File: config.mk
export PLATFORM = sky130hd
export DESIGN_NAME = io_pad_arbiter
export DESIGN_NICKNAME = d
export VERILOG_FILES = /design/src/rtl/io_pad_arbiter.sv
export SDC_FILE = /design/constraint.sdc
export NUM_CORES = 1
export LEC_CHECK = 0
export ABC_CLOCK_PERIOD_IN_PS = 3000
export BUFFER_PORTS_ARGS = -buffer_cell sky130_fd_sc_hd__buf_2
export CAP_MARGIN = 25
export CORE_UTILIZATION = 44
export CTS_CLUSTER_SIZE = 12
export DETAILED_ROUTE_END_ITERATION = 8
export PLACE_DENSITY = 0.69
export SKIP_LAST_GASP = 1
export SLEW_MARGIN = 5
export SYNTH_ARGS = -nofsm -noshare
export SYNTH_HDL_FRONTEND = slang
export SYNTH_SLANG_ARGS = --single-unit
File: constraint.sdc
create_clock -name clk -period 3 [get_ports clk]
set_input_delay 0.6 -clock clk [delete_from_list [all_inputs] [get_ports clk]]
set_output_delay 0.6 -clock clk [all_outputs]
set_load 0.02 [all_outputs]
File: src/rtl/io_pad_arbiter.sv
// Shares one bidirectional pad among NREQ fabric drivers: round-robin ownership with a
// per-owner hold limit, an undriven turnaround gap, registered pad drive and a 2-flop input sync.
module io_pad_arbiter #(
    parameter int NREQ       = 4,
    parameter int MAX_HOLD   = 16,
    parameter int TURNAROUND = 1
) (
    input  logic            clk,
    input  logic            rst,
    input  logic [NREQ-1:0] req,
    input  logic [NREQ-1:0] dout,
    output logic [NREQ-1:0] grant,
    output logic            pad_out,
    output logic            pad_oe,
    input  logic            pad_in,
    output logic            pin_in
);

    localparam int IDX_W  = $clog2(NREQ);
    localparam int HOLD_W = (MAX_HOLD < 1) ? 1 : $clog2(MAX_HOLD + 1);

    typedef enum logic [1:0] {IDLE, OWN, TURN} state_t;

    state_t             state_q, state_d;
    logic [NREQ-1:0]    grant_q, grant_d;
    logic               pad_oe_q, pad_oe_d;
    logic               pad_out_q, pad_out_d;
    logic [HOLD_W-1:0]  hold_q, hold_d;
    logic [2:0]         turn_q, turn_d;
    logic [IDX_W-1:0]   last_owner_q, last_owner_d;
    logic               sync1_q, sync2_q;

    logic [IDX_W-1:0]   winner;
    logic [3:0]         turn_next;
    logic               arb_en;
    logic               others_pending;
    logic               release_own;

    // First set request strictly after the previous owner, wrapping modulo NREQ.
    function automatic logic [IDX_W-1:0] pick_winner(input logic [NREQ-1:0] r,
                                                     input logic [IDX_W-1:0] last);
        logic [IDX_W-1:0] w;
        logic             found;
        int               idx;
        w     = '0;
        found = 1'b0;
        for (int i = 1; i <= NREQ; i++) begin
            idx = (int'(last) + i) % NREQ;
            if (!found && r[idx[IDX_W-1:0]]) begin
                found = 1'b1;
                w     = idx[IDX_W-1:0];
            end
        end
        return w;
    endfunction

    assign winner         = pick_winner(req, last_owner_q);
    assign turn_next      = {1'b0, turn_q} + 4'd1;
    assign others_pending = |(req & ~grant_q);
    assign release_own    = !req[last_owner_q] ||
                            ((MAX_HOLD != 0) && (hold_q == HOLD_W'(MAX_HOLD)) && others_pending);

    // NOTE: every always_comb output takes its hold value first, so no path can infer a latch.
    always_comb begin
        state_d      = state_q;
        grant_d      = grant_q;
        pad_oe_d     = pad_oe_q;
        pad_out_d    = pad_out_q;
        hold_d       = hold_q;
        turn_d       = turn_q;
        last_owner_d = last_owner_q;
        arb_en       = 1'b0;

        unique case (state_q)
            IDLE: arb_en = 1'b1;
            OWN: begin
                if (release_own) begin
                    state_d   = (TURNAROUND == 0) ? IDLE : TURN;
                    grant_d   = '0;
                    pad_oe_d  = 1'b0;
                    pad_out_d = 1'b0;
                    turn_d    = '0;
                end else begin
                    pad_out_d = dout[last_owner_q];
                    if (MAX_HOLD != 0 && hold_q != HOLD_W'(MAX_HOLD))
                        hold_d = hold_q + HOLD_W'(1);
                end
            end
            TURN: begin
                if (turn_next == 4'(TURNAROUND)) arb_en = 1'b1;
                else                             turn_d = turn_next[2:0];
            end
            default: state_d = IDLE;
        endcase

        // The last turnaround cycle behaves exactly like IDLE so the gap is not stretched.
        if (arb_en) begin
            state_d   = IDLE;
            grant_d   = '0;
            pad_oe_d  = 1'b0;
            pad_out_d = 1'b0;
            if (|req) begin
                state_d      = OWN;
                grant_d      = {{(NREQ-1){1'b0}}, 1'b1} << winner;
                pad_oe_d     = 1'b1;
                pad_out_d    = dout[winner];
                hold_d       = HOLD_W'(1);
                last_owner_d = winner;
            end
        end
    end

    // NOTE: reset is synchronous and active-low; sequential state uses non-blocking assignment only.
    always_ff @(posedge clk) begin
        if (!rst) begin
            state_q      <= IDLE;
            grant_q      <= '0;
            pad_oe_q     <= 1'b0;
            pad_out_q    <= 1'b0;
            hold_q       <= '0;
            turn_q       <= '0;
            last_owner_q <= IDX_W'(NREQ - 1);
            sync1_q      <= 1'b0;
            sync2_q      <= 1'b0;
        end else begin
            state_q      <= state_d;
            grant_q      <= grant_d;
            pad_oe_q     <= pad_oe_d;
            pad_out_q    <= pad_out_d;
            hold_q       <= hold_d;
            turn_q       <= turn_d;
            last_owner_q <= last_owner_d;
            sync1_q      <= pad_in;
            sync2_q      <= sync1_q;
        end
    end

    assign grant   = grant_q;
    assign pad_oe  = pad_oe_q;
    assign pad_out = pad_out_q;
    assign pin_in  = sync2_q;

endmodule

# Word level (Yosys, flattened, before mapping)
# Cells that the tools add are included.
# Widths: inputs -> output; s select.
[totals]
out_inout_bits = 7
reg_bits = 20
inputBits = 11
word_cells = 100
[classes]
n_eq_ne = 9
n_mux = 47
n_lt_le_gt_ge = 6
n_bitwise = 2
addsub = 6
shift = 1
reduce_logical = 20
[op_table]
columns = ["op", "count"]
rows = [
  ["$mux 5", 5],
  ["$mux 1", 20],
  ["$lt 2x3->1 const B", 6],
  ["$mux 4", 4],
  ["$bmux 1 s2", 7],
  ["$mux 2", 6],
  ["$reduce_or 4->1", 2],
  ["$mux 3", 2],
  ["$pmux 3 s2", 1],
  ["$reduce_and 2->1", 3],
  ["$reduce_bool 2->1", 3],
  ["$add 5x1->5 const B", 1],
  ["$eq 5x5->1 const B", 1],
  ["$ne 5x5->1 const B", 1],
  ["$add 2x1->2 const B", 2],
  ["$add 2x2->2 const B", 2],
  ["$add 3x1->4 const B", 1],
  ["$and 4x4->4", 1],
  ["$eq 4x1->1 const B", 1],
  ["$logic_and 1x1->1", 4],
  ["$logic_not 1->1", 4],
  ["$ne 2x2->1 const B", 2],
  ["$not 4->4", 1],
  ["$pmux 2 s2", 1],
  ["10 further kinds", 10],
]

# Longest topological paths before layout
[logic_depth]
word_depth = 17
depth_mapped = 7
ltp_nobuf = 7

# Worst setup path before layout
# OpenSTA, ideal clock, no wires.
[synth_timing]
path_type = "input port to flip-flop"
start = "input port req[1]"
end = "register grant_q[2], in the netlist grant[2]"
cell_stages = 4
n_path_buf = 0
arrival_time_ns = 1.829
slack_ns = 1.101
setup_time_ns = 0.070
t_required_ns = 2.930
path_cell_list = "or2_1 -> a311oi_4 -> or4b_1 -> a21oi_1"
[synth_via]
elab_chain_cells = 15
word_cells_on_any_way = 34
classes_between = "shift (1); mux (19); bitwise (1); reduce/logical (13)"
[synth_lines]
columns = ["element", "line_no", "source"]
rows = [
  ["start, declared", "10", "input logic [NREQ-1:0] req,"],
  ["$bmux 1 s2", "49", "if (!found && r[idx[IDX_W-1:0]]) begin"],
  ["$mux 1 (not written as such)", "49", ""],
  ["$mux 1", "49", ""],
  ["$logic_not 1->1", "49", ""],
  ["$logic_and 1x1->1", "49", ""],
  ["$mux 1", "49", ""],
  ["$logic_not 1->1", "49", ""],
  ["$logic_and 1x1->1", "49", ""],
  ["$mux 1", "49", ""],
  ["$logic_not 1->1", "49", ""],
  ["$logic_and 1x1->1", "49", ""],
  ["$mux 2", "49", ""],
  ["$shl 1x2->4", "104", "grant_d = {{(NREQ-1){1'b0}}, 1'b1} << winner;"],
  ["$mux 4", "102", "if (|req) begin"],
  ["$mux 4", "97", "if (arb_en) begin"],
  ["end signal, assigned", "127", "grant_q <= grant_d;"],
  ["end, declared", "25", "logic [NREQ-1:0] grant_q, grant_d;"],
]
# Several ways; a longest one is shown, not always the timed one. The select of a mux whose other input is x is not followed.
# A chain may end at the register's enable or synchronous reset.

# Final worst setup path
[layout_timing]
start = "register turn_q[0]"
end = "register hold_q[1]"
[layout_via]
elab_chain_cells = 5
[layout_lines]
columns = ["element", "line_no", "source"]
rows = [
  ["start, declared", "29", "logic [2:0] turn_q, turn_d;"],
  ["start signal, assigned", "131", "turn_q <= turn_d;"],
  ["$add 3x1->4", "58", "assign turn_next = {1'b0, turn_q} + 4'd1;"],
  ["$eq 4x1->1", "90", "if (turn_next == 4'(TURNAROUND)) arb_en = 1'b1;"],
  ["$mux 1", "90", ""],
  ["$pmux 1 s2", "74", "unique case (state_q)"],
  ["$mux 5", "97", ""],
  ["end signal, assigned", "130", "hold_q <= hold_d;"],
  ["end, declared", "28", "logic [HOLD_W-1:0] hold_q, hold_d;"],
]
# Every way passes these cells.

==> flow_summary.rst <==
.. list-table::
   :header-rows: 1

   * - Metric
     - Value
   * - Result of the run
     - finished, final reports clean
   * - Placed Area
     - 1325 sq um
   * - Global router's overall resource usage
     - 17.98%
   * - Fraction of the yosys area taken by sequential cells
     - 32.99%
   * - VDD IR-drop max
     - 0.4262 mV
   * - Final instance area
     - 1361 sq um
   * - Slowest cell on the critical path
     - sky130_fd_sc_hd__a21oi_1
   * - Chip width
     - 54.52 um
   * - Path category of the worst min-delay check
     - reg2reg
   * - Met3 global-route usage
     - 3.611%
   * - Setup repair after global routing missed its margin
     - false
   * - Post-synth top flop
     - sky130_fd_sc_hd__dfxtp_1
   * - Fin Clk Skew
     - 0.004857 ns
   * - Synthesized instance count
     - 139
   * - Met1 Usage GRT
     - 24.50%
   * - Arrival time at the worst endpoint
     - 2.45 ns
   * - Synthesis warning total
     - 0
   * - Root buffer cell
     - sky130_fd_sc_hd__clkbuf_4
   * - Worst-Margin Slew
     - 0.7766 ns
   * - Period Utilization, post-route
     - 74.13%
   * - Power density over the cells
     - 525.7 nW/um^2
   * - Buffering stage count on the worst path with inverters included
     - 0
   * - Port-buffer cells
     - 17
   * - Detailed router's first-iteration violation count
     - 28
   * - Library cell with the highest instance count after synthesis
     - sky130_fd_sc_hd__dfxtp_1
   * - Worst relative slew slack
     - 48.23%
   * - Final wirelength
     - 2492 um
   * - Required time worst endpoint
     - 3.23 ns
   * - Synthesis-to-layout area growth
     - 12.17%
   * - Total via count in the routed design
     - 1053
   * - Leading cell types by total area after synthesis
     - sky130_fd_sc_hd__dfxtp_1, sky130_fd_sc_hd__ha_1, sky130_fd_sc_hd__mux2i_1
   * - Layout cells sized above 1
     - 17.72%
   * - HPWL reported at the end of detailed placement
     - 1869 um
   * - Startpoint of the tightest hold check path
     - sync1_q$_SDFF_PN0_
   * - Via count of the first global-routing pass
     - 901
   * - Clock tree from TritonCTS
     - built
   * - Latest clock arrival within the worst-skew pair
     - 0.30 ns
   * - Startpoint-to-endpoint class of the critical path
     - reg2reg
   * - Critical path startpoint category
     - flop
   * - Clock edge transition at the registers on the reported setup and hold paths
     - 0.12 ns
   * - Number of synthesized flops with an enable pin
     - 0
   * - Combined area of all synthesized cells
     - 1214 sq um
   * - Initial antenna violation count
     - 0
   * - Site Rows
     - 18
   * - Layer with the highest usage
     - met2
   * - Summed negative setup slack over all endpoints
     - 0 ns
   * - Grt met2 use
     - 29.67%
   * - Timing startpoint of the critical path
     - turn_q[0]$_SDFFE_PN0P_
   * - First-pass GRT wire length
     - 3884 um
   * - Final number of max-transition violations
     - 0
   * - Number of vias per cell
     - 5.601
   * - Synthesized flop and latch total
     - 20
   * - Vert. Die Dim
     - 54.52 um
   * - # DRC
     - 0
   * - Leading area contributor after synthesis
     - sky130_fd_sc_hd__dfxtp_1
   * - Final-report setup violation count
     - 0
   * - Gate family responsible for the most delay along the worst path
     - compound AO/OA/AOI/OAI gates
   * - Synth Area per Inst
     - 8.731 sq um
   * - Crit-path max FO
     - 12
   * - Top cell types by occurrence after synthesis
     - sky130_fd_sc_hd__dfxtp_1, sky130_fd_sc_hd__nor2_1, sky130_fd_sc_hd__inv_1, sky130_fd_sc_hd__nand2_1, sky130_fd_sc_hd__a21oi_1
   * - Worst reg2reg startpoint
     - turn_q[0]$_SDFFE_PN0P_
   * - Clock Sinks
     - 20
   * - Total overflow reported by the global router
     - 0
   * - Count of unique library cells instantiated by Yosys
     - 41
   * - Series of cell instances along the critical path
     - ha_1, a21boi_0, a21o_1, a21oi_1, o21ai_0, a21oi_1
   * - Synth top area share
     - 32.99%
   * - Area enclosed by the die boundary
     - 2972 sq um
   * - DRT Pass-1 Iters
     - 4
   * - Starting utilization of the core area
     - 47.69%
   * - Fin nets
     - 178
   * - Crit path largest cell delay
     - 0.63 ns
   * - Leak
     - 0.5769 nW
   * - Number of resized instances in the post-cts repair step
     - 0
   * - Most numerous cell on the critical path
     - sky130_fd_sc_hd__a21oi_1
   * - Deepest clock path buffer count
     - 2
   * - Number of CTS-inserted buffers
     - 3
   * - Routed wirelength normalized by instance count
     - 13.26 um
   * - Core area
     - 2545 sq um
   * - Pwr Total
     - 0.7157 mW
   * - GPL Wtd Cong
     - 0.7706
   * - Antenna diode count
     - 0
   * - Highest achievable clock rate
     - 449.7 MHz
   * - Slack of the worst reg-to-reg path
     - 0.78 ns
   * - Nets in the synthesized netlist
     - 158
   * - Largest net degree at the start of global routing
     - 16
   * - Antenna-violating nets left
     - 0
   * - Fraction of registers with async set or reset after synthesis
     - 0%
   * - Max-Cap Viols
     - 0
   * - Worst hold slack across all endpoints
     - 0.4506 ns
   * - Final number of hold-violating endpoints
     - 0
   * - Endpoint class of the critical path
     - flop
   * - Boundary Pins
     - 18
   * - Post-CTS Repair Setup Buffers
     - 0
   * - Number of levels in the clock H-tree
     - 1
   * - Number of buffers inserted for hold repair after clock tree synthesis
     - 0
   * - Min Clock Period, post-route
     - 2.224 ns
==> metal layers <==
metal | routed length (um) | vias to the layer above | share of wire, %
met5 | 0 | - | 0
met4 | 11 | 0 | 0.44
met3 | 79 | 2 | 3.2
met2 | 1146 | 16 | 46
met1 | 1253 | 500 | 50
li1 | - | 535 | -
==> cells in the final DEF (no fill, tap or decap), types with 3 or more instances in the layout <==
cell type	synthesis	routed
sky130_fd_sc_hd__ha_1	8	8
sky130_fd_sc_hd__nor2_1	14	14
sky130_fd_sc_hd__nand2_1	10	10
sky130_fd_sc_hd__dfxtp_1	20	20
sky130_fd_sc_hd__nor2b_1	4	4
sky130_fd_sc_hd__nand2b_1	3	3
sky130_fd_sc_hd__buf_2	0	17
sky130_fd_sc_hd__and2_1	4	4
sky130_fd_sc_hd__a21oi_1	9	9
sky130_fd_sc_hd__nand3_1	8	8
sky130_fd_sc_hd__inv_1	10	10
sky130_fd_sc_hd__mux2i_1	7	7
sky130_fd_sc_hd__clkbuf_4	0	3
sky130_fd_sc_hd__o21ai_0	4	4
==> report_power, final <==
group / leakage, nW / switching (mW) / internal [mW]
Sequential: 0.164 / 0.0277 / 0.293
Combinational: 0.392 / 0.135 / 0.100
Clock: 0.0210 / 0.0862 / 0.0739
Total: 0.577 / 0.249 / 0.467
==> cell families after synthesis <==
group | Yosys count | synth area share, %
fa+ha+maj | 8 | 8.248
buf+inv | 13 | 4.640
flops | 20 | 32.99
compound gates | 28 | 16.39
mux | 10 | 11.03
xor+xnor | 3 | 2.165
simple gates | 57 | 24.54
==> per-stage QoR <==
step | util [%] | worst slack (ns) | std cells
floorplan | - | 1.101 | 139
global placement | 52.06 | 0.8278 | 184
detailed placement | 52.06 | 0.8075 | 184
CTS | 53.49 | 0.7688 | 188
global route | 53.49 | 0.5153 | 188
finish | 53.49 | 0.7761 | 188
==> final cells by class <==
class / count / area [sq um]
flip-flops and latches: 20 / 400.4
multi-input cells: 106 / 757.0
clock buffers: 4 / 36.28
well taps: 30 / 37.54
inverters: 10 / 37.54
fillers: 235 / 1184
repair buffers: 18 / 92.59
==> final timing paths <==
kind,end,depth (start not counted)
hold reg to reg,pin_in$_SDFF_PN0_,1
hold / removal,pin_in$_SDFF_PN0_,1
setup reg to reg,hold_q[1]$_SDFF_PN0_,6
setup / recovery,hold_q[1]$_SDFF_PN0_,6
==> state kept, by name, indices dropped and copies added (netlist names) <==
signal	cells
hold_q	5
pin_in	1
sync1_q	1
state_q	2
last_owner_q	2
grant	4
turn_q	3
pad_out	1
pad_oe	1
Note: power is estimated with default switching activity, not from simulation.
